## config.mk

```make
export PLATFORM = sky130hd
export DESIGN_NAME = vehicle_sensor_conditioner
export DESIGN_NICKNAME = d
export VERILOG_FILES = /design/src/rtl/vehicle_sensor_conditioner.sv
export SDC_FILE = /design/constraint.sdc
export NUM_CORES = 1
export LEC_CHECK = 0
export ABC_CLOCK_PERIOD_IN_PS = 3500
export BUFFER_PORTS_ARGS = -buffer_cell sky130_fd_sc_hd__buf_2
export CORE_UTILIZATION = 40
export CTS_CLUSTER_DIAMETER = 40
export DETAILED_ROUTE_END_ITERATION = 7
export PLACE_DENSITY = 0.6
export SYNTH_ARGS = -nofsm -noshare
export SYNTH_HDL_FRONTEND = slang
export SYNTH_SLANG_ARGS = --single-unit
```

## constraint.sdc

```tcl
create_clock -name clk -period 3.5 [get_ports clk]
set_input_delay 0.175 -clock clk [delete_from_list [all_inputs] [get_ports clk]]
set_output_delay 0.175 -clock clk [all_outputs]
set_load 0.1 [all_outputs]
```

## src/rtl/vehicle_sensor_conditioner.sv

```systemverilog
`default_nettype none
// ---------------------------------------------------------------------------
// vehicle_sensor_conditioner: loop sync/debounce, arrival count, sticky request.
// Optional macro STUCK_DETECT_EN adds the stuck-high loop fault detector.
// Rev 1.0
// ---------------------------------------------------------------------------
module vehicle_sensor_conditioner #(
    parameter int DEB_CYCLES   = 4,
    parameter int CNT_W        = 3,
    parameter int STUCK_CYCLES = 200
) (
    input  logic             clk,
    input  logic             rst_n,
    input  logic             loop_raw,
    input  logic             farm_green,
    output logic             sensor,
    output logic             loop_db,
    output logic [CNT_W-1:0] veh_count,
    output logic             stuck_fault
);
    typedef enum logic [1:0] {
        LOW    = 2'd0,
        QUAL_H = 2'd1,
        HIGH   = 2'd2,
        QUAL_L = 2'd3
    } state_t;

    localparam logic [7:0]       DEB_LAST = 8'(DEB_CYCLES - 1);
    localparam logic [CNT_W-1:0] CNT_MAX  = '1;

    logic       sync1;
    logic       loop_s;
    state_t     state;
    state_t     state_nxt;
    logic [7:0] dcnt;
    logic [7:0] dcnt_nxt;
    logic       db_q;
    logic       fg_q;
    logic       sensor_r;
    logic       arrival;
    logic       service;
    logic       green_fall;

    // ">=" lets DEB_CYCLES=1 leave a QUAL state after a single cycle.
    always_comb begin
        state_nxt = state;
        dcnt_nxt  = dcnt;
        case (state)
            LOW: begin
                if (loop_s) begin
                    state_nxt = QUAL_H;
                    dcnt_nxt  = 8'd1;
                end
            end
            QUAL_H: begin
                if (!loop_s)               state_nxt = LOW;
                else if (dcnt >= DEB_LAST) state_nxt = HIGH;
                else                       dcnt_nxt  = dcnt + 8'd1;
            end
            HIGH: begin
                if (!loop_s) begin
                    state_nxt = QUAL_L;
                    dcnt_nxt  = 8'd1;
                end
            end
            QUAL_L: begin
                if (loop_s)                state_nxt = HIGH;
                else if (dcnt >= DEB_LAST) state_nxt = LOW;
                else                       dcnt_nxt  = dcnt + 8'd1;
            end
            default: state_nxt = LOW;
        endcase
    end

    assign loop_db    = (state == HIGH) || (state == QUAL_L);
    assign arrival    = loop_db && !db_q && !stuck_fault;
    assign service    = farm_green && !fg_q;
    assign green_fall = !farm_green && fg_q;

    always_ff @(posedge clk or negedge rst_n) begin
        if (!rst_n) begin
            sync1     <= 1'b0;
            loop_s    <= 1'b0;
            state     <= LOW;
            dcnt      <= 8'd0;
            db_q      <= 1'b0;
            fg_q      <= 1'b0;
            veh_count <= '0;
            sensor_r  <= 1'b0;
        end else begin
            sync1  <= loop_raw;
            loop_s <= sync1;
            state  <= state_nxt;
            dcnt   <= dcnt_nxt;
            db_q   <= loop_db;
            fg_q   <= farm_green;

            if (service)
                veh_count <= '0;
            else if (arrival && (veh_count != CNT_MAX))
                veh_count <= veh_count + 1'b1;

            // Arrivals during farm green wait in veh_count until green ends.
            if (service)
                sensor_r <= 1'b0;
            else if (arrival && !farm_green)
                sensor_r <= 1'b1;
            else if (green_fall)
                sensor_r <= (veh_count != '0);
        end
    end

`ifdef STUCK_DETECT_EN
    localparam int SC_W = ($clog2(STUCK_CYCLES + 1) > 8) ? $clog2(STUCK_CYCLES + 1) : 8;
    localparam logic [SC_W-1:0] STUCK_LAST = SC_W'(STUCK_CYCLES - 1);

    logic [SC_W-1:0] stuck_cnt;
    logic            stuck_r;

    always_ff @(posedge clk or negedge rst_n) begin
        if (!rst_n) begin
            stuck_cnt <= '0;
            stuck_r   <= 1'b0;
        end else begin
            if (!loop_db)
                stuck_cnt <= '0;
            else if (!stuck_r)
                stuck_cnt <= stuck_cnt + 1'b1;
            if (loop_db && (stuck_cnt == STUCK_LAST))
                stuck_r <= 1'b1;
        end
    end

    assign stuck_fault = stuck_r;
`else
    assign stuck_fault = 1'b0;
`endif

    // A stuck loop still requests service so the farm road is not starved.
    assign sensor = sensor_r || stuck_fault;

endmodule
`default_nettype wire

```

# Yosys cells after proc, flatten, opt, wreduce, memory -nomap -nowiden

Index checks and enable logic that the tools add are counted.

$add $sub $neg: 2
Magnitude comparators: 1
Equality and inequality tests: 10
Muxes and demuxes: 18
Reduce and logical (&&, ||, !) cells: 15

Operator list:

| cell                                                               | number |
|---|---|
| 2-to-1 mux 8 bit                                                   | 5 |
| case mux 8 bit (4 select lines)                                    | 1 |
| 2-to-1 mux 2 bit                                                   | 6 |
| != test 3 bit (second input constant)                              | 3 |
| adder 8 x 1 -> 8 bit (second input constant)                       | 1 |
| greater-or-equal comparator 8 x 2 -> 1 bit (second input constant) | 1 |
| != test 2 bit (second input constant)                              | 4 |
| case mux 2 bit (4 select lines)                                    | 1 |
| AND reduction 4 bit                                                | 2 |
| 2-to-1 mux 3 bit                                                   | 2 |
| nonzero test 3 bit                                                 | 2 |
| logical AND 1 bit                                                  | 5 |
| == test 2 bit (second input constant)                              | 2 |
| adder 3 x 1 -> 3 bit (second input constant)                       | 1 |
| logical NOT 1 bit                                                  | 3 |
| 2-to-1 mux 1 bit                                                   | 3 |
| == test 2 x 1 -> 1 bit (second input constant)                     | 1 |
| logical NOT 2 bit                                                  | 1 |
| nonzero test 2 bit                                                 | 1 |
| logical OR 1 bit                                                   | 1 |

Register bits after elaboration: 18
Input port bits: 4
Output and inout port bits: 6
Word-level logic and storage cells: 54

# Longest topological paths before layout

Gate-level depths: netlist of the first run.

Depth in word-level cells: 6
Mapped depth: 5
Depth with buffers taken out: 5

# Worst setup path after synthesis of the first run

OpenSTA, ideal clock, no wires.

Path kind: register to register
Start: register veh_count[0]
End: register veh_count[1]
Setup time: 0.123 ns
Data arrival time: 1.851 ns
Required time: 3.377 ns
Slack: 1.527 ns
Cell stages (with the launch flop): 6
Buffers on the path: 0
Clock period less this slack: 1.973 ns
Cell sequence: dfrtp_1 > ha_1 > ha_1 > nor3b_2 > mux2i_1 > nor2_1

Longest elaborated chain between the ends: 3
Elaborated cells on any way between the ends: 6
Classes of those cells: 1 x add/sub; 1 x eq/ne; 2 x mux; 2 x reduce/logical

RTL lines:

| what                                                   | RTL line | RTL |
|---|---|---|
| from (decl)                                            | 18       | `output logic [CNT_W-1:0] veh_count,` |
| from (signal assigned)                                 | 101      | `veh_count <= veh_count + 1'b1;` |
| adder 3 x 1 -> 3 bit or != test 3 bit (tied branches)  | 101, 100 |  |
| 2-to-1 mux 3 bit or logical AND 1 bit (tied branches)  | 100      | `else if (arrival && (veh_count != CNT_MAX))` |
| 2-to-1 mux 3 bit or nonzero test 2 bit (tied branches) | n/a      |  |

Parallel ways exist; a longest one is shown, timed or not. The select of a mux whose other input is x is not followed.
A chain may end at the register's enable or synchronous reset.

# Final worst setup path of the first run

Start: register dcnt[0]
End: register dcnt[0]

Longest elaborated chain between the ends: 4
Elaborated cells on any way between the ends: 6
Classes of those cells: 1 x add/sub; 1 x order compare; 4 x mux

RTL lines:

| what                                                                               | RTL line | RTL |
|---|---|---|
| from (decl)                                                                        | 35       | `logic [7:0] dcnt;` |
| from (signal assigned)                                                             | 94       | `dcnt <= dcnt_nxt;` |
| adder 8 x 1 -> 8 bit or greater-or-equal comparator 8 x 2 -> 1 bit (tied branches) | n/a      |  |
| 2-to-1 mux 8 bit (*)                                                               | 57, 68   |  |
| 2-to-1 mux 8 bit, on equally long branches                                         | 67, 56   |  |
| case mux 8 bit (4 select lines) (*)                                                | 48       | `case (state)` |

Mark *: on every way between the ends. The rest lies on a longest branch, timed or not. The select of a mux whose other input is x is not followed.

==> flow_summary.yaml, run 1 <==
cts:
  htreeDepth: 1
  cts_tree: "built"
  cts_made_buffers: 3
  cts_resized: 0
  cts.path.max_buffers: 2
  root_buffer: "clkbuf_4"
  clk_pin_slew_ns: 0.10
  clock_sinks: 18
  ctsHoldBuffers: 2
  cts_setup_buffers: 0
  clk_latency_ns: 0.28
run_status:
  status: "finished, final reports clean"
synthesis:
  ys_ff_latch: 18
  yosysTopAreaCell: "dfrtp_1"
  synth_edf_count: 0
  ys.flop_type: "dfrtp_1"
  syn-cell-area_sq_um: 777
  synth_top_area_share_pct: 58.0
  seq_area_frac_synth_pct: 58.0
  ys.warnings.count: 0
  async_flop_share_pct: 100
  synth.cells.most_frequent: "dfrtp_1 (18), ha_1 (5), inv_1 (5), nor2b_1 (5)"
  synth.distinct_cells: 27
  syn_nets: 74
  yosysMostFrequentCell: "dfrtp_1"
  postSynthCellCount: 65
  yosys-top-cells-area: "dfrtp_1 (58%), ha_1 (8.1%), nor2b_1 (4.0%)"
  syn_avg_cell_area_sq_um: 12.0
route:
  drt_iter0_markers: 8
  wirelength_mm: 1.25
  firstDrtPassIters: 3
  num_vias: 464
  vias_per_cell: 4.50
  drc: 0
  wire_per_inst_microns: 12.1
  drtAntennaViolNets: 0
worst_setup_path:
  arrival_ns: 1.92
  critPathCaptureType: "register"
  slowest_stage: "or4_4"
  critPathKind: "register to register"
  cp_max_fo: 4
  r2r_setup_slack_ns: 1.76
  crit_family: "simple AND/OR/NAND/NOR gates"
  crit-reg2reg-launch: "dcnt[0]"
  path_cells: "ha_1 > or4_4 > or2_4 > a311oi_1"
  cp.buffers_inverters: 0
  critPathMaxStageDelay_ns: 0.44
  reg2regPathDepth: 4
  critical_path.startpoint: "dcnt[0]"
  r2r-end: "dcnt[0]"
  worstSetupEndpoint: "dcnt[0]"
  critPathLaunchType: "register"
  cp_num_cells: 4
  worstPathRequired_ns: 3.68
timing:
  finalWorstSetupSlack_ns: 1.76
  rsz0062_at_grt: "no"
  slew_viol_final: 0
  finalSetupTns_ns: 0
  finalClockSkew_ns: 0.00156
  clock.fmax_ghz: 0.574
  setup_viol: 0
  period_minus_slack_ns: 1.74
  hold_viol_final: 0
  worst_hold_slack_ns: 0.349
  fin_crit_sh_pct: 49.8
grt:
  grt_usage_pct: 15.0
  grt_max_degree: 19
  grt_pass1_wl_mm: 2.11
  antenna_found_initial: 0
  first_global_vias: 434
  gr-total-overflow: 0
pwr:
  ir_worst_vdd_uv: 562
  leakage_uw: 0.000458
  powerDensity_mw_per_mm2: 905
final_layout:
  fin_cells: 103
  layout-drive-gt1-share_pct: 20.5
  areaGrowthSynthToFinish_pct: 16.3
  diodes: 0
  nets: 88
  final_area_sq_um: 903
floorplanning:
  fp.dieW_microns: 46.1
  io_pins: 10
  die_height_microns: 46.1
  die_area_sq_mm: 0.00212
  row_count: 15
  core_sq_mm: 0.00176
  start_util_pct: 44.0
place:
  numPortBuffers: 8
  dpl_worst_slack_ns: 1.79
  dpl_cell_area_sq_um: 837
  gp_congestion: 0.723
  dp.cells: 96
  dp_hpwl_microns: 849
worst_hold_path:
  hp-class: "primary input to asynchronous set/reset pin"
job:
  drv_cap: 0
==> flip-flops by register name (all words and copies together), names as in the netlist, named ones only <==
signal     count
sync1          1
state          1
sensor         1
loop_s         1
veh_count      3
db_q           1
dcnt           8
fg_q           1
==> cell usage in the layout, fill, tap and decap left out <==
master         instances
clkbuf_8               1
nand2b_1               1
nand2_1                4
ha_1                   5
a311oi_1               1
o211ai_1               1
or3_1                  1
dfrtp_1               18
or2_4                  1
nor2_1                 4
dlygate4sd3_1          3
or4_4                  1
buf_2                  8
nor2b_2                1
o21ai_1                1
o311ai_1               1
conb_1                 1
mux2i_1                2
clkbuf_4               3
nor4_1                 1
and2_1                 1
xnor2_1                2
nor3b_1                1
a21oi_1                2
nor2b_1                5
o22ai_1                1
mux2_1                 1
nor3b_2                1
inv_1                  5
==> worst min-delay path by stage <==
stage | to | depth (start not counted) | start | slack [ns]
floorplan | asynchronous set/reset pin | 0 | rst_n | -0.12
CTS | fg_q | 1 | farm_green | 0.01
detailed placement | fg_q | 1 | rst_n | 0.13
finish | fg_q | 2 | rst_n | 0.35
global route | fg_q | 2 | rst_n | 0.36
global placement | fg_q | 1 | rst_n | 0.13
==> worst reg2reg max path, stage by stage, from the launching register on <==
cell	delay [ns]
dfrtp_1	0.41
ha_1	0.21
or4_4	0.44
or2_4	0.28
a311oi_1	0.31
==> power by group <==
part / switching [uW] / internal (uW)
clock: 60.5 / 63.3
combinational: 285 / 105
sequential: 48.3 / 256
==> per-stage QoR <==
step / util, % / total power [uW]
after global placement: 47.4 / 688
after global routing: 51.2 / 872
after detailed placement: 47.4 / 694
after CTS: 50.6 / 827
final: 51.2 / 817
after floorplan: - / 629
==> cell families (layout without fill, tap and decap cells) <==
| family | count (synthesis) | after routing | synth area share [%] |
|---|---|---|---|
| flip-flops | 18 | 18 | 58.0 |
| XOR/XNOR | 2 | 2 | 2.25 |
| adder cells (fa/ha/maj) | 5 | 5 | 8.05 |
| other | 1 | 1 | 0.483 |
| AND/OR/NAND/NOR | 22 | 22 | 17.4 |
| buffers and inverters | 7 | 20 | 3.86 |
| AO/OA/AOI/OAI | 7 | 7 | 5.96 |
| multiplexers | 3 | 3 | 4.03 |
==> metal layers <==
layer	global-route usage (%)	share of wire (%)	up-vias
li1	-	-	244
met1	20.3	50	213
met2	20.8	47	5
met3	3.53	2.2	2
met4	10.6	0.96	0
met5	0	0	-
==> cell type report <==
cell class / instances / area (sq um)
Inverter: 5 / 18.8
Timing Repair Buffer: 11 / 70.1
Sequential cell: 18 / 450
Tap cell: 25 / 31.3
Multi-Input combinational cell: 40 / 297
Clock buffer: 4 / 36.3
Fill cell: 172 / 861
(Power assumes the default switching activity.)
==> run 2, diff against run 1 <==
--- a/config.mk
+++ b/config.mk
@@ -5,12 +5,13 @@
 export SDC_FILE = /design/constraint.sdc
 export NUM_CORES = 1
 export LEC_CHECK = 0
-export ABC_CLOCK_PERIOD_IN_PS = 3500
+export ABC_AREA = 1
+export ABC_CLOCK_PERIOD_IN_PS = 1600
 export BUFFER_PORTS_ARGS = -buffer_cell sky130_fd_sc_hd__buf_2
 export CORE_UTILIZATION = 40
 export CTS_CLUSTER_DIAMETER = 40
 export DETAILED_ROUTE_END_ITERATION = 7
-export PLACE_DENSITY = 0.6
+export PLACE_DENSITY = 0.62
 export SYNTH_ARGS = -nofsm -noshare
 export SYNTH_HDL_FRONTEND = slang
 export SYNTH_SLANG_ARGS = --single-unit
==> constraint.sdc (replaced) <==
create_clock -name clk -period 1.6 [get_ports clk]
set_input_delay 0.08 -clock clk [delete_from_list [all_inputs] [get_ports clk]]
set_output_delay 0.08 -clock clk [all_outputs]
set_load 0.1 [all_outputs]
==> run 2 against run 1 <==
Net effect: non-clock buffer count is the same; global-route usage shrank 1.1 points; first-iteration DRC count decreased by 25%; critical endpoint is now veh_count[0]; clock-buffer cell count unchanged; highest routed layer unchanged; sequential power is 110% higher; critical path type unchanged; setup slack worse by 1.6 ns; utilization grew 0.093 points.
==> flow_summary.yaml, run 2 <==
cts:
  cts_tree: "built"
  clk_pin_slew_ns: 0.10
  cts_setup_buffers: 0
  clock_sinks: 18
  root_buffer: "clkbuf_4"
  cts_made_buffers: 3
  cts.path.max_buffers: 2
  cts_resized: 0
  clk_latency_ns: 0.29
  htreeDepth: 1
worst_setup_path:
  r2r_setup_slack_ns: 0.17
  cp_max_fo: 4
  critical_path.startpoint: "veh_count[0]"
  worstPathRequired_ns: 1.78
  critPathLaunchType: "register"
  crit-reg2reg-launch: "veh_count[0]"
  reg2regPathDepth: 5
  critPathKind: "register to register"
  arrival_ns: 1.62
  r2r-end: "veh_count[0]"
  worstSetupEndpoint: "veh_count[0]"
  critPathCaptureType: "register"
timing:
  slew_viol_final: 0
  fin_crit_sh_pct: 89.5
  finalSetupTns_ns: 0
  hold_viol_final: 0
  finalWorstSetupSlack_ns: 0.169
  setup_viol: 0
  clock.fmax_ghz: 0.699
  finalClockSkew_ns: 0.00145
  rsz0062_at_grt: "no"
  period_minus_slack_ns: 1.43
final_layout:
  diodes: 0
  largest-register: "dcnt"
  largest_register_ffs: 8
  nets: 104
  reg_top3: "dcnt (8), veh_count (3)"
  fin_cells: 119
  layout-drive-gt1-share_pct: 21.3
  final_core_util_pct: 51.3
  areaGrowthSynthToFinish_pct: 16.6
  final_cell_mix: "inv_1 (15), dfrtp_1 (15), nor2_1 (11)"
pwr:
  ir_worst_vdd_uv: 1070
  intPower_uw: 854
  power.switching_uw: 762
  leakage_uw: 0.000476
  clkPwrFrac_pct: 17.2
  netSwitchingFraction_pct: 47.1
  p_total_uw: 1620
  p_seq_share_pct: 39.0
  powerDensity_mw_per_mm2: 1770
  pwr-share-comb_pct: 43.9
route:
  vias_per_cell: 4.30
  wirelength_mm: 1.12
  num_vias: 512
  drc: 0
  drtAntennaViolNets: 0
  top_layer_used: "met4"
  wl_met3_microns: 57
  wire_per_inst_microns: 9.44
  firstDrtPassIters: 4
  drt_iter0_markers: 6
  met2_length_microns: 438
  wirelength_met1_microns: 608
synthesis:
  yosysMostFrequentCell: "dfrtp_1"
  async_flop_share_pct: 100
  postSynthCellCount: 81
  ys.warnings.count: 0
  synth_top_area_share_pct: 57.4
  ys.flop_type: "dfrtp_1"
  synth.cells.most_frequent: "dfrtp_1 (18), inv_1 (15), nor2_1 (11)"
  syn-cell-area_sq_um: 785
  synth.distinct_cells: 18
  yosysTopAreaCell: "dfrtp_1"
  seq_area_frac_synth_pct: 57.4
  ys_ff_latch: 18
  synth_edf_count: 0
  syn_avg_cell_area_sq_um: 9.69
  syn_nets: 90
  yosys-top-cells-area: "dfrtp_1 (57%), ha_1 (8.0%), inv_1 (7.2%)"
place:
  numPortBuffers: 8
  dp.cells: 112
  gp_congestion: 0.664
  dpl_worst_slack_ns: 0.211
  dp_hpwl_microns: 854
grt:
  first_global_vias: 445
  grt_max_degree: 19
  grt_pass1_wl_mm: 1.93
  antenna_found_initial: 0
  gr-total-overflow: 0
  grt_usage_pct: 13.8
floorplanning:
  core_sq_mm: 0.00178
  start_util_pct: 44.0
  die_height_microns: 46.3
  die_area_sq_mm: 0.00214
  fp.dieW_microns: 46.3
  row_count: 15
  io_pins: 10
run_status:
  status: "finished, final reports clean"
job:
  drv_cap: 0
worst_hold_path:
  hp-class: "primary input to asynchronous set/reset pin"
run 2: kinds of logic (layout without fill, tap and decap cells):
family	after synthesis	in the layout	share of synthesized area [%]
AOI/OAI and AO/OA	5	5	3.67
DFF	18	18	57.4
xor gates and xnor gates	1	1	2.07
adders and majority gates	5	5	7.97
buffers and inverters	18	31	9.25
and+or+nand+nor	33	33	19.1
other	1	1	0.478
run 2: power groups by stage:
| stage | Clock (uW) | Sequential, uW | Combinational (uW) |
|---|---|---|---|
| 6_report | 277 | 630 | 708 |
| 3_3_place_gp | 0 | 636 | 702 |
| 2_1_floorplan | 0 | 872 | 359 |
| 3_5_place_dp | 0 | 639 | 706 |
| 5_1_grt | 301 | 642 | 775 |
| 4_1_cts | 290 | 631 | 714 |
run 2: per-layer routing:
layer  track usage, %  vias to the layer above
met5                0                        -
li1                 -                      271
met1             20.2                      224
met3             5.88                        3
met4             7.06                        0
met2             17.2                       14
run 2: how the worst min path moves through the flow:
| stage | startpoint | to | slack, ns | depth (start not counted) |
|---|---|---|---|---|
| floorplan | rst_n | asynchronous set/reset pin | -0.22 | 0 |
| global placement | rst_n | dcnt[1] | 0.02 | 1 |
| detailed placement | rst_n | dcnt[1] | 0.03 | 1 |
| CTS | rst_n | dcnt[1] | 0.22 | 2 |
| global route | rst_n | dcnt[1] | 0.26 | 2 |
| finish | rst_n | dcnt[1] | 0.22 | 2 |
run 2: final cells by class:
class | instances | area, sq um
sequential | 18 | 454
fill | 162 | 868
tap | 25 | 31.3
multi-input combinational | 45 | 262
timing repair buffer | 11 | 70.1
inverter | 16 | 61.3
clock buffer | 4 | 36.3
run 2: what timing repair did:
item | 4_1_cts | 5_1_grt
endpoints found under the setup margin | 0 | 0
endpoints found under the hold margin | 20 | 0
hold buffers | 3 | 0
run 2: critical path, cell delays in order, from the launching register on:
cell and delay, ns:
dfrtp_2 0.42, ha_1 0.20, ha_1 0.19, nor3_2 0.26, or2_1 0.17, o21ai_0 0.08
run 2: per-stage QoR:
step / cell area [sq um] / hold slack (ns)
2_1_floorplan: 788 / -0.216
3_3_place_gp: 848 / 0.0229
3_5_place_dp: 848 / 0.0251
4_1_cts: 915 / 0.222
5_1_grt: 915 / 0.262
6_report: 915 / 0.219
==> run 3, diff against run 2 <==
--- a/config.mk
+++ b/config.mk
@@ -11,7 +11,6 @@
 export CORE_UTILIZATION = 40
 export CTS_CLUSTER_DIAMETER = 40
 export DETAILED_ROUTE_END_ITERATION = 7
-export PLACE_DENSITY = 0.62
 export SYNTH_ARGS = -nofsm -noshare
 export SYNTH_HDL_FRONTEND = slang
 export SYNTH_SLANG_ARGS = --single-unit
==> run 3 against run 2 <==
Net effect: hold slack improved by 0.020 ns; die area did not move; wire length rose by 4.4%; highest routed layer unchanged; final cell count did not move; largest power group unchanged; setup slack improved by 0.021 ns; critical path type unchanged.
==> flow_summary.yaml, run 3 (synthesized netlist as in run 2, its figures left out) <==
final_layout:
  final_cell_mix: "inv_1 (15), dfrtp_1 (15), nor2_1 (11)"
  nets: 104
  layout-drive-gt1-share_pct: 21.3
  diodes: 0
  reg_top3: "dcnt (8), veh_count (3)"
  areaGrowthSynthToFinish_pct: 16.6
  final.fill_count: 158
  multi_input_area_sq_um: 262
  largest_register_ffs: 8
  largest-register: "dcnt"
  register_area_sq_um: 454
  fin_cells: 119
  final_core_util_pct: 51.3
worst_hold_path:
  hp-class: "primary input to asynchronous set/reset pin"
route:
  drt_iter0_markers: 5
  firstDrtPassIters: 4
  wire_per_inst_microns: 9.85
  wirelength_mm: 1.17
  vias_per_cell: 4.23
  num_vias: 503
  drtAntennaViolNets: 0
  drc: 0
run_status:
  status: "finished, final reports clean"
timing:
  rsz0062_at_grt: "no"
  fin_crit_sh_pct: 88.2
  hold_viol_final: 0
  period_minus_slack_ns: 1.41
  finalClockSkew_ns: 0.00309
  slew_viol_final: 0
  finalSetupTns_ns: 0
  setup_viol: 0
  clock.fmax_ghz: 0.709
place:
  gp_congestion: 0.690
  numPortBuffers: 8
  dp_hpwl_microns: 885
  dp.cells: 112
worst_setup_path:
  critPathCaptureType: "register"
  critPathKind: "register to register"
  worstPathRequired_ns: 1.77
  arrival_ns: 1.58
  cp_max_fo: 4
  critPathLaunchType: "register"
cts:
  ctsHoldBuffers: 3
  htreeDepth: 1
  cts_tree: "built"
  cts.path.max_buffers: 2
  cts_resized: 0
  clock_sinks: 18
  cts_made_buffers: 3
  root_buffer: "clkbuf_4"
  cts_setup_buffers: 0
  clk_latency_ns: 0.28
  clk_pin_slew_ns: 0.10
floorplanning:
  die_height_microns: 46.3
  core_sq_mm: 0.00178
  io_pins: 10
  row_count: 15
  fp.dieW_microns: 46.3
  die_area_sq_mm: 0.00214
  start_util_pct: 44.0
grt:
  grt_pass1_wl_mm: 2.08
  first_global_vias: 497
  grt_max_degree: 19
  gr-total-overflow: 0
  grt_usage_pct: 14.3
  antenna_found_initial: 0
pwr:
  powerDensity_mw_per_mm2: 1770
  ir_worst_vdd_uv: 988
  leakage_uw: 0.000476
job:
  drv_cap: 0
[run 3: cell counts in the layout (fill, tap and decap cells not counted)]
Identical to the previous run, type by type.
[run 3: through the flow]
stage | hold WS [ns] | cell area [sq um] | total power, uW | setup slack, ns
floorplan | -0.216 | 788 | 1230 | 0.00302
global placement | 0.0243 | 848 | 1340 | 0.251
detailed placement | 0.0296 | 848 | 1360 | 0.190
CTS | 0.252 | 915 | 1640 | 0.178
global route | 0.271 | 915 | 1710 | 0.0734
finish | 0.239 | 915 | 1620 | 0.189
[run 3: report_power, final]
part / leakage, uW / total (uW) / switching (uW) / internal (uW)
Clock: 0.0000210 / 274 / 136 / 138
Combinational: 0.000226 / 712 / 550 / 163
Sequential: 0.000229 / 632 / 78.1 / 554
Total: 0.000476 / 1620 / 764 / 855
[run 3: layer usage]
metal / GRT usage (%) / wire, microns / vias to the layer above
met5: 0 / 0 / -
met4: 8.82 / 10 / 0
met3: 2.35 / 30 / 2
met2: 20.6 / 539 / 7
met1: 19.9 / 592 / 225
li1: - / - / 269
[run 3: final cells by class]
class	instances	area share, %
Inverter	16	6.70
Sequential cell	18	49.7
Clock buffer	4	3.97
Tap cell	25	3.42
Multi-Input combinational cell	45	28.6
Timing Repair Buffer	11	7.66
[run 3: path summary, 6_finish.rpt]
path,to,cells past startpoint,from,slack [ns]
setup reg to reg,veh_count[0],5,veh_count[0],0.19
max in group asynchronous,veh_count[0],2,rst_n,1.06
hold reg to reg,loop_s,0,sync1,0.36
min in group clk,loop_s,0,sync1,0.36
hold / removal,veh_count[2],2,rst_n,0.24
setup / recovery,veh_count[0],5,veh_count[0],0.19
[run 3: critical path, stage by stage, from the launching register on]
cell     delay [ns]
dfrtp_2        0.42
ha_1           0.20
ha_1           0.19
nor3_2         0.24
or2_1          0.17
o21ai_0        0.08
